--- src/rtl/mem_access_pkg.sv ---
// Package core: pipeline op classes plus memory-stage state, size types,
// byte-enable patterns and op predicates shared by mem_access and mem_align.
package core;

    typedef enum logic [3:0] {
        OP_NULL               = 4'd0,
        OP_REGISTER           = 4'd1,
        OP_JUMP_OR_BRANCH     = 4'd2,
        OP_LOAD_BYTE          = 4'd3,
        OP_LOAD_HALF          = 4'd4,
        OP_LOAD_WORD          = 4'd5,
        OP_LOAD_BYTE_UNSIGNED = 4'd6,
        OP_LOAD_HALF_UNSIGNED = 4'd7,
        OP_STORE_BYTE         = 4'd8,
        OP_STORE_HALF         = 4'd9,
        OP_STORE_WORD         = 4'd10
    } op_t;

    typedef enum logic [1:0] {
        IDLE = 2'd0,
        REQ  = 2'd1,
        RESP = 2'd2
    } mem_state_t;

    typedef enum logic [1:0] {
        SZ_BYTE = 2'd0,
        SZ_HALF = 2'd1,
        SZ_WORD = 2'd2,
        SZ_NONE = 2'd3
    } mem_size_t;

    localparam logic [3:0] BE_NONE    = 4'b0000;
    localparam logic [3:0] BE_BYTE0   = 4'b0001;
    localparam logic [3:0] BE_HALF_LO = 4'b0011;
    localparam logic [3:0] BE_HALF_HI = 4'b1100;
    localparam logic [3:0] BE_WORD    = 4'b1111;

    function automatic logic is_load(input op_t op);
        return op inside {OP_LOAD_BYTE, OP_LOAD_HALF, OP_LOAD_WORD,
                          OP_LOAD_BYTE_UNSIGNED, OP_LOAD_HALF_UNSIGNED};
    endfunction

    function automatic logic is_store(input op_t op);
        return op inside {OP_STORE_BYTE, OP_STORE_HALF, OP_STORE_WORD};
    endfunction

    function automatic logic is_unsigned(input op_t op);
        return op inside {OP_LOAD_BYTE_UNSIGNED, OP_LOAD_HALF_UNSIGNED};
    endfunction

    function automatic mem_size_t op_size(input op_t op);
        case (op)
            OP_LOAD_BYTE, OP_LOAD_BYTE_UNSIGNED, OP_STORE_BYTE: return SZ_BYTE;
            OP_LOAD_HALF, OP_LOAD_HALF_UNSIGNED, OP_STORE_HALF: return SZ_HALF;
            OP_LOAD_WORD, OP_STORE_WORD:                        return SZ_WORD;
            default:                                            return SZ_NONE;
        endcase
    endfunction

    // Low address bits after truncation to the access's natural alignment.
    function automatic logic [1:0] align_offset(input op_t op, input logic [1:0] a);
        case (op_size(op))
            SZ_HALF: return {a[1], 1'b0};
            SZ_WORD: return 2'b00;
            default: return a;
        endcase
    endfunction

    function automatic logic is_misaligned(input op_t op, input logic [1:0] a);
        case (op_size(op))
            SZ_HALF: return a[0];
            SZ_WORD: return (a != 2'b00);
            default: return 1'b0;
        endcase
    endfunction

endpackage

--- src/rtl/mem_access_align.sv ---
// mem_align: stateless store lane replication / byte-enable generation and
// load byte/half extraction with sign or zero extension.
module mem_align
    import core::*;
(
    input  op_t         st_op,
    input  logic [1:0]  st_off,
    input  logic [31:0] st_data,
    output logic [3:0]  st_be,
    output logic [31:0] st_wdata,
    input  op_t         ld_op,
    input  logic [1:0]  ld_off,
    input  logic [31:0] ld_rdata,
    output logic [31:0] ld_data
);

    logic [7:0]  byte_s;
    logic [15:0] half_s;
    logic        sext_s;

    // Store side: replicate the datum across lanes, enable only its bytes.
    always_comb begin
        st_be    = BE_NONE;
        st_wdata = st_data;
        case (op_size(st_op))
            SZ_BYTE: begin
                st_be    = BE_BYTE0 << st_off;
                st_wdata = {4{st_data[7:0]}};
            end
            SZ_HALF: begin
                st_be    = st_off[1] ? BE_HALF_HI : BE_HALF_LO;
                st_wdata = {2{st_data[15:0]}};
            end
            SZ_WORD: begin
                st_be    = BE_WORD;
                st_wdata = st_data;
            end
            default: begin
                st_be    = BE_NONE;
                st_wdata = st_data;
            end
        endcase
    end

    // Load side: pick the addressed lane, then extend to 32 bits.
    always_comb begin
        byte_s = 8'h00;
        case (ld_off)
            2'd0:    byte_s = ld_rdata[7:0];
            2'd1:    byte_s = ld_rdata[15:8];
            2'd2:    byte_s = ld_rdata[23:16];
            2'd3:    byte_s = ld_rdata[31:24];
            default: byte_s = 8'h00;
        endcase
        half_s  = ld_off[1] ? ld_rdata[31:16] : ld_rdata[15:0];
        sext_s  = !is_unsigned(ld_op);
        ld_data = ld_rdata;
        case (op_size(ld_op))
            SZ_BYTE: ld_data = {{24{sext_s & byte_s[7]}}, byte_s};
            SZ_HALF: ld_data = {{16{sext_s & half_s[15]}}, half_s};
            default: ld_data = ld_rdata;
        endcase
    end

endmodule

--- src/rtl/mem_access.sv ---
// mem_access: rv32 memory stage FSM (IDLE/REQ/RESP) with bus timeout.
// Define MEM_MISALIGN_TRAP_EN to trap misaligned accesses instead of truncating.
module mem_access
    import core::*;
#(
    parameter int unsigned BUS_TIMEOUT = 32'd255
) (
    input  logic        clk,
    input  logic        reset_n,
    input  logic        in_valid,
    output logic        in_ready,
    input  op_t         in_op,
    input  logic [31:0] in_addr,
    input  logic [31:0] in_wdata,
    input  logic [4:0]  in_rd,
    output logic        dmem_req,
    output logic        dmem_we,
    output logic [31:0] dmem_addr,
    output logic [3:0]  dmem_be,
    output logic [31:0] dmem_wdata,
    input  logic        dmem_gnt,
    input  logic        dmem_rvalid,
    input  logic [31:0] dmem_rdata,
    output logic        out_valid,
    output logic        out_we,
    output logic [4:0]  out_rd,
    output logic [31:0] out_data,
    output logic        exc_misaligned,
    output logic        exc_bus
);

    localparam int unsigned CNT_W = (BUS_TIMEOUT < 32'd1) ? 32'd1 : $clog2(BUS_TIMEOUT + 32'd1);
    localparam logic [CNT_W-1:0] TMO = CNT_W'(BUS_TIMEOUT);

    mem_state_t       state_q, state_d;
    logic             req_q, req_d;
    logic             we_q, we_d;
    logic [31:0]      addr_q, addr_d;
    logic [3:0]       be_q, be_d;
    logic [31:0]      wdata_q, wdata_d;
    op_t              op_q, op_d;
    logic [4:0]       rd_q, rd_d;
    logic [1:0]       off_q, off_d;
    logic [CNT_W-1:0] cnt_q, cnt_d;
    logic             out_valid_q, out_valid_d;
    logic             out_we_q, out_we_d;
    logic [4:0]       out_rd_q, out_rd_d;
    logic [31:0]      out_data_q, out_data_d;
    logic             exc_mis_q, exc_mis_d;
    logic             exc_bus_q, exc_bus_d;

    logic [1:0]       in_off_s;
    logic             in_mem_s;
    logic             trap_s;
    logic [CNT_W-1:0] cnt_inc_s;
    logic             tmo_hit_s;
    logic [3:0]       st_be_s;
    logic [31:0]      st_wdata_s;
    logic [31:0]      ld_data_s;

    assign in_off_s = align_offset(in_op, in_addr[1:0]);
    assign in_mem_s = is_load(in_op) | is_store(in_op);

`ifdef MEM_MISALIGN_TRAP_EN
    assign trap_s = is_misaligned(in_op, in_addr[1:0]);
`else
    assign trap_s = 1'b0;
`endif

    mem_align u_align (
        .st_op    (in_op),
        .st_off   (in_off_s),
        .st_data  (in_wdata),
        .st_be    (st_be_s),
        .st_wdata (st_wdata_s),
        .ld_op    (op_q),
        .ld_off   (off_q),
        .ld_rdata (dmem_rdata),
        .ld_data  (ld_data_s)
    );

    // Saturating wait counter and timeout detect; BUS_TIMEOUT of 0 never fires.
    always_comb begin
        if (cnt_q == {CNT_W{1'b1}}) begin
            cnt_inc_s = cnt_q;
        end else begin
            cnt_inc_s = cnt_q + CNT_W'(1);
        end
        tmo_hit_s = (BUS_TIMEOUT != 32'd0) && (cnt_inc_s == TMO);
    end

    // Next-state and output computation for the IDLE/REQ/RESP sequencer.
    always_comb begin
        state_d     = state_q;
        req_d       = req_q;
        we_d        = we_q;
        addr_d      = addr_q;
        be_d        = be_q;
        wdata_d     = wdata_q;
        op_d        = op_q;
        rd_d        = rd_q;
        off_d       = off_q;
        cnt_d       = cnt_q;
        out_valid_d = 1'b0;
        out_we_d    = out_we_q;
        out_rd_d    = out_rd_q;
        out_data_d  = out_data_q;
        exc_mis_d   = 1'b0;
        exc_bus_d   = 1'b0;
        case (state_q)
            IDLE: begin
                if (in_valid && (in_op == OP_REGISTER || in_op == OP_JUMP_OR_BRANCH)) begin
                    out_valid_d = 1'b1;
                    out_we_d    = 1'b1;
                    out_rd_d    = in_rd;
                    out_data_d  = in_addr;
                end else if (in_valid && in_mem_s && trap_s) begin
                    exc_mis_d = 1'b1;
                end else if (in_valid && in_mem_s) begin
                    state_d = REQ;
                    req_d   = 1'b1;
                    we_d    = is_store(in_op);
                    addr_d  = {in_addr[31:2], 2'b00};
                    be_d    = st_be_s;
                    wdata_d = st_wdata_s;
                    op_d    = in_op;
                    rd_d    = in_rd;
                    off_d   = in_off_s;
                    cnt_d   = '0;
                end else begin
                    state_d = IDLE;
                end
            end
            REQ: begin
                // A same-cycle rvalid is ignored; only the grant is consumed here.
                if (dmem_gnt && we_q) begin
                    state_d     = IDLE;
                    req_d       = 1'b0;
                    out_valid_d = 1'b1;
                    out_we_d    = 1'b0;
                    out_rd_d    = rd_q;
                end else if (dmem_gnt) begin
                    state_d = RESP;
                    req_d   = 1'b0;
                    cnt_d   = '0;
                end else if (tmo_hit_s) begin
                    state_d   = IDLE;
                    req_d     = 1'b0;
                    exc_bus_d = 1'b1;
                end else begin
                    cnt_d = cnt_inc_s;
                end
            end
            RESP: begin
                if (dmem_rvalid) begin
                    state_d     = IDLE;
                    out_valid_d = 1'b1;
                    out_we_d    = 1'b1;
                    out_rd_d    = rd_q;
                    out_data_d  = ld_data_s;
                end else if (tmo_hit_s) begin
                    state_d   = IDLE;
                    exc_bus_d = 1'b1;
                end else begin
                    cnt_d = cnt_inc_s;
                end
            end
            default: begin
                state_d = IDLE;
                req_d   = 1'b0;
            end
        endcase
    end

    // State and registered outputs; reset abandons any transaction in flight.
    always_ff @(posedge clk or negedge reset_n) begin
        if (!reset_n) begin
            state_q     <= IDLE;
            req_q       <= 1'b0;
            we_q        <= 1'b0;
            addr_q      <= 32'h0000_0000;
            be_q        <= 4'b0000;
            wdata_q     <= 32'h0000_0000;
            op_q        <= OP_NULL;
            rd_q        <= 5'd0;
            off_q       <= 2'd0;
            cnt_q       <= '0;
            out_valid_q <= 1'b0;
            out_we_q    <= 1'b0;
            out_rd_q    <= 5'd0;
            out_data_q  <= 32'h0000_0000;
            exc_mis_q   <= 1'b0;
            exc_bus_q   <= 1'b0;
        end else begin
            state_q     <= state_d;
            req_q       <= req_d;
            we_q        <= we_d;
            addr_q      <= addr_d;
            be_q        <= be_d;
            wdata_q     <= wdata_d;
            op_q        <= op_d;
            rd_q        <= rd_d;
            off_q       <= off_d;
            cnt_q       <= cnt_d;
            out_valid_q <= out_valid_d;
            out_we_q    <= out_we_d;
            out_rd_q    <= out_rd_d;
            out_data_q  <= out_data_d;
            exc_mis_q   <= exc_mis_d;
            exc_bus_q   <= exc_bus_d;
        end
    end

    assign in_ready       = (state_q == IDLE);
    assign dmem_req       = req_q;
    assign dmem_we        = we_q;
    assign dmem_addr      = addr_q;
    assign dmem_be        = be_q;
    assign dmem_wdata     = wdata_q;
    assign out_valid      = out_valid_q;
    assign out_we         = out_we_q;
    assign out_rd         = out_rd_q;
    assign out_data       = out_data_q;
    assign exc_misaligned = exc_mis_q;
    assign exc_bus        = exc_bus_q;

endmodule

--- config.mk ---
export PLATFORM = sky130hd
export DESIGN_NAME = mem_access
export DESIGN_NICKNAME = d
export VERILOG_FILES = /design/src/rtl/mem_access_pkg.sv /design/src/rtl/mem_access_align.sv /design/src/rtl/mem_access.sv
export SDC_FILE = /design/constraint.sdc
export NUM_CORES = 1
export LEC_CHECK = 0
export CAP_MARGIN = 30
export CORE_MARGIN = 1.5
export CORE_UTILIZATION = 51
export DETAILED_ROUTE_END_ITERATION = 12
export GPL_TIMING_DRIVEN = 0
export HOLD_SLACK_MARGIN = 0.08
export PLACE_DENSITY = 0.86
export SLEW_MARGIN = 20
export SYNTH_ARGS = -nofsm -noshare
export SYNTH_HDL_FRONTEND = slang
export SYNTH_HIERARCHICAL = 1
export SYNTH_SLANG_ARGS = --single-unit
--- constraint.sdc ---
create_clock -name clk -period 5.2 [get_ports clk]
set_clock_uncertainty 0.1 [all_clocks]
set_input_delay 1.56 -clock clk [delete_from_list [all_inputs] [get_ports clk]]
set_output_delay 1.56 -clock clk [all_outputs]
set_load 0.01 [all_outputs]
# Word level (Yosys, flattened, before mapping)
# Memory sizes are Yosys's and may differ from the RTL's.
# Index checks and enable logic that the tools add are counted.
[totals]
input_bits = 110
regBits = 129
memories = 3
mem_bits_ro = 96
elab_cells = 124
[classes]
eq_ne = 32
n_mux = 48
n_addsub = 1
bitwise_logic = 5
shift = 1
n_reduce_logical = 19
[mem_list]
columns = ["name", "depth", "word_bits", "rd", "rd_ports_with_merged_regs", "wr", "line", "text"]
rows = [
  ["(no name shown)", 16, 2, 1, 0, 0, "mem_access_pkg.sv:52", "case (op)"],
  ["(no name shown)", 16, 2, 1, 0, 0, "mem_access_pkg.sv:52", ""],
  ["(no name shown)", 16, 2, 1, 0, 0, "mem_access_pkg.sv:52", ""],
]
[ops]
columns = ["cell", "n"]
rows = [
  ["one-hot mux 32 bit (2 select lines)", 3],
  ["two-way mux 32 bit", 2],
  ["two-way mux 8 bit", 7],
  ["one-hot mux 8 bit (4 select lines)", 1],
  ["equality test 4 x 3 -> 1 bit, second input constant", 6],
  ["one-hot mux 8 bit (3 select lines)", 1],
  ["equality test 8 bit, second input constant", 2],
  ["two-way mux 1 bit", 16],
  ["two-way mux 16 bit", 1],
  ["two-way mux 5 bit", 3],
  ["one-hot mux 5 bit (3 select lines)", 1],
  ["equality test 4 bit, second input constant", 3],
  ["one-hot mux 4 bit (3 select lines)", 1],
  ["equality test 2 x 1 -> 1 bit, second input constant", 5],
  ["equality test 2 bit, second input constant", 5],
  ["two-way mux 2 bit", 5],
  ["inequality test 2 bit, second input constant", 5],
  ["one-hot mux 1 bit (3 select lines)", 3],
  ["adder 8 x 1 -> 8 bit, second input constant", 1],
  ["equality test 4 x 2 -> 1 bit, second input constant", 2],
  ["logical NOT 2 bit", 4],
  ["AND reduction 4 bit", 2],
  ["one-hot mux 2 bit (3 select lines)", 1],
  ["AND reduction 3 bit", 2],
  ["other kinds (17)", 24],
]

# Depth between registers and ports, before layout
[depth]
depth_word = 7
ltp_mapped = 10

# Hierarchy
# The synthesis kept the hierarchy.
[by_module_without_submodules]
columns = ["module", "instances", "cells_each", "seq_area_each_um2", "area_each_um2"]
rows = [
  ["mem_access", 1, 477, 3228.1, 5899.4],
  ["mem_align", 1, 179, 0.0, 1303.8],
]

# Worst setup path after synthesis
# OpenSTA, ideal clock, no wires.
[synth_path]
path_type = "input to register"
startpoint = "input in_op[1]"
endpoint = "register addr_q[25] (netlist: dmem_addr[25])"
stages = 9
n_path_buf = 3
setup_ns = 0.125
required_time_ns = 4.975
path_slack_ns = 1.757
t_arrival_ns = 3.218
path_cell_list = "inv_1 -> ha_1 -> or3_1 -> o21a_1 -> o2111a_1 -> buf_2 -> buf_6 -> buf_6 -> mux2_4"
[synth_via]
elab_chain_len = 5
[synth_rtl]
columns = ["item", "line", "text"]
rows = [
  ["start, declared", "mem_access.sv:12", "input op_t in_op,"],
  ["equality test 4 x 2 -> 1 bit (tied with other cells)", "mem_access_pkg.sv:39", "return op inside {OP_LOAD_BYTE, OP_LOAD_HALF, OP_LOAD_WORD,"],
  ["nonzero test 5 bit (tied with other cells)", "mem_access_pkg.sv:39", ""],
  ["OR 1 bit or logical AND 1 bit (tied branches)", "mem_access.sv:62, mem_access.sv:112", ""],
  ["logical AND 1 bit or NOT 1 bit (tied branches)", "n/a", ""],
  ["AND reduction 3 bit (no line) *", "n/a", ""],
  ["end signal, assigned", "mem_access.sv:198", "addr_q <= addr_d;"],
  ["end, declared", "mem_access.sv:38", "logic [31:0] addr_q, addr_d;"],
]
# Mark *: on every way between the ends. The rest lies on a longest branch, timed or not.
# A chain may end at the register's enable or synchronous reset.

# Worst setup path after layout
[layout_path]
startpoint = "input in_op[0]"
endpoint = "register addr_q[30] (netlist: dmem_addr[30])"
# Same word-level chain as after synthesis.

==> run metrics <==
status=complete, no violations; fmax=245 MHz; main combinational cell family by area after synthesis=multiplexers; drt drc=0; vias per inst=about 5.6; proportion of synthesized area in mux cells=23.1%; r2r endpoint=out_data[9]$_DFFE_PN0P_; DP HPWL=between 10 and 15 mm; Synth Area in Simple Gates=8.95%; final worst slack=1.12 ns; layout cells sized above 1=19.7%; post-synthesis instance area=7200 sq um; Crit Path Category=primary input to flip-flop; RSZ-0062 raised after global routing=false; crit path capture type=flip-flop; root buffer cell=clkbuf_16; Crit Path Max Fanout=12; Hold Path Origin=out_rd[0]$_DFFE_PN0P_; placed inst area=~9700 sq um; WP buf/inv=5; Compound-Gate Fraction of Synth Area=between 10% and 20%; dpl ws=around 0.69 ns; Total Wirelength=roughly 21 mm; Post-Layout Inst Area=10300 sq um; clock tree from TritonCTS=yes; vias in the first global route=approximately 6200; Area Overhead vs Synth=42.4%; Critical Path RT=between 5 and 6 ns; Synth Warn #=6; worst vdd rail ir drop=approximately 300 uV; Reg2Reg Depth=8; post-CTS sizing=0; max_slew headroom=44.3%; Power Density=~480 nW/um^2; Clock Sink Count=129; ys async rst share=100%; Startpoint Class=primary input; WP data arrival=4.28 ns; Final period util=78.5%; total design power=0.00493 W; first-pass GRT wire length=32.2 mm; hold_buf cts=0; CP max-delay cell=clkdlybuf4s50_1; effective utilization at floorplan=52.1%; Syn Inst Count=~660; largest net degree at the start of global routing=90; I/O Buffers=218; EDFF count, synth=0; area of the core=13800 sq um; Yosys cell types=between 60 and 70; Wirelength per Cell=about 19 um; Worst-Skew Late Latency=0.42 ns; MaxCap Viol Count=0; static leakage=4.34 nW; Reg clk slew, reported paths=around 0.06 ns; Antenna Nets Post-Route=0; FF-to-FF Start=state_q[0]$_DFFE_PN0N_; post-route setup TNS=0 ns; ys flop type=dfrtp_1; crit-path leading delay family=buffers and inverters; DIE HEIGHT=approximately 120 um; crit-path cells=clkdlybuf4s50_1, inv_1, ha_1, or3_1, o21a_1, o2111a_1, buf_2, buf_6, buf_6, mux2_4; setup bufs post-CTS=0; n_diodes=0; GR Overflow Total=0; type of the worst min-delay path=flip-flop to flip-flop; clock tree buffer depth=2; cts bufs inserted=17; post-layout min period=4.08 ns; Horiz. Die Dim=122 um; setup violators final=0; most used cell, CP=buf_6; Hold Vio Cnt, Final=0; Die ar.=14800 sq um; nets@finish=1021; fin. max-slew vios=0; Hold WS=0.385 ns; XOR/XNOR Fraction of Synth Area=0%; GPL Wtd Cong=0.908; I/O pin total=222; H-tree depth=4; All-Layer GR Usage=28.3%; hold endpoint=out_rd[0]$_DFFE_PN0P_; Avg Inst Size Synth=11.0 sq um; initial antenna violation count=0; Slew @ Worst Pin=0.828 ns; synthesized-area fraction occupied by adder cells=2.61%; Via Count=slightly above 6000; largest stage delay on the critical path=0.75 ns; Hold Path Stages=2; register area share after synthesis=44.8%; flop2flop setup slack=2.48 ns; initial DRC count=around 330; FF+latch count, synth=129; row count=43; 1st-pass router iterations=6
cell usage in the layout, fill, tap and decap left out, types with 4 or more instances in the layout:
master,Yosys,final
a211o_1,5,5
a21o_1,21,21
a21oi_1,43,43
a22o_1,7,7
a31oi_1,9,9
and2_1,6,6
and3_1,5,5
buf_2,18,18
buf_4,14,14
buf_6,5,5
clkbuf_1,10,10
clkbuf_16,0,17
clkdlybuf4s50_1,0,217
clkinv_2,0,4
clkinvlp_4,0,5
dfrtp_1,129,129
ha_1,15,15
inv_1,18,18
mux2_2,90,90
mux2_4,7,7
mux2i_1,52,52
nand2_1,39,39
nand3_1,4,4
nor2_1,51,51
nor2b_1,5,5
nor3_1,8,8
o211ai_1,4,4
o21a_1,6,6
o21ai_0,20,20
o41ai_1,5,5
kinds of logic after synthesis:
group	count (synthesis)
and+or+nand+nor	138
adders and majority gates	15
DFF	129
AOI/OAI and AO/OA	156
buffers and inverters	67
muxes	150
other	1
worst max path at each step:
stage,to,start,cells after the start
after detailed placement,dmem_addr[27]$_DFFE_PN0P_,in_op[0],10
after floorplan,dmem_addr[25]$_DFFE_PN0P_,in_op[1],9
after CTS,dmem_addr[30]$_DFFE_PN0P_,in_op[0],10
after global routing,dmem_addr[26]$_DFFE_PN0P_,in_op[0],10
final,dmem_addr[30]$_DFFE_PN0P_,in_op[0],10
after global placement,dmem_addr[10]$_DFFE_PN0P_,reset_n,1
cell usage after synthesis, drive strengths merged, types with 8 or more instances:
library cell / number / area [sq um]
a21o: 21 / 158
a21oi: 43 / 215
a31oi: 10 / 68.8
buf: 39 / 259
clkbuf: 10 / 37.5
dfrtp: 129 / 3230
ha: 15 / 188
inv: 18 / 67.6
mux2: 97 / 1120
mux2i: 52 / 521
nand2: 39 / 146
nor2: 51 / 191
nor3: 8 / 40.0
o21ai: 21 / 105
metal layers:
metal,track usage (%),part of all wire (%)
met1,36.2,42
met2,46.6,50
met3,6.51,6.1
met4,11.5,2.5
met5,0,0
worst register-to-register path, cell delays in order (launching register included):
cell and delay [ns]:
dfrtp_1 0.44, inv_1 0.12, ha_1 0.21, clkbuf_1 0.51, nor2_1 0.17, a211oi_4 0.55, buf_4 0.29, nor2_1 0.08
a21oi_1 0.16
registers in the layout, summed over array words and instances, names as in the netlist, 2 cells and up:
signal / cells
cnt_q: 8
dmem_addr: 30
dmem_be: 4
dmem_wdata: 32
off_q: 2
op_q: 4
out_data: 32
out_rd: 5
rd_q: 5
state_q: 2
metrics by stage:
stage / util (%) / cells
3_5_place_dp: 69.8 / 1057
4_1_cts: 74.2 / 1089
5_1_grt: 74.2 / 1089
2_1_floorplan: - / 658
3_3_place_gp: 69.6 / 1056
6_report: 74.2 / 1089
power breakdown:
part	total (W)	leakage, nW	switching [W]	internal (W)
registers	0.00160	1.52	0.000227	0.00137
clock network	0.00122	0.284	0.000456	0.000763
logic	0.00212	2.53	0.000942	0.00117
layout make-up:
cell class | instances | area, sq um
Buffer | 49 | 297
Clock buffer | 18 | 439
Clock inverter | 14 | 165
Fill cell | 986 | 3570
Inverter | 18 | 67.6
Multi-Input combinational cell | 462 | 3620
Sequential cell | 129 | 3230
Tap cell | 180 | 225
Timing Repair Buffer | 219 | 2210
Power figures use the tool's default switching activity.
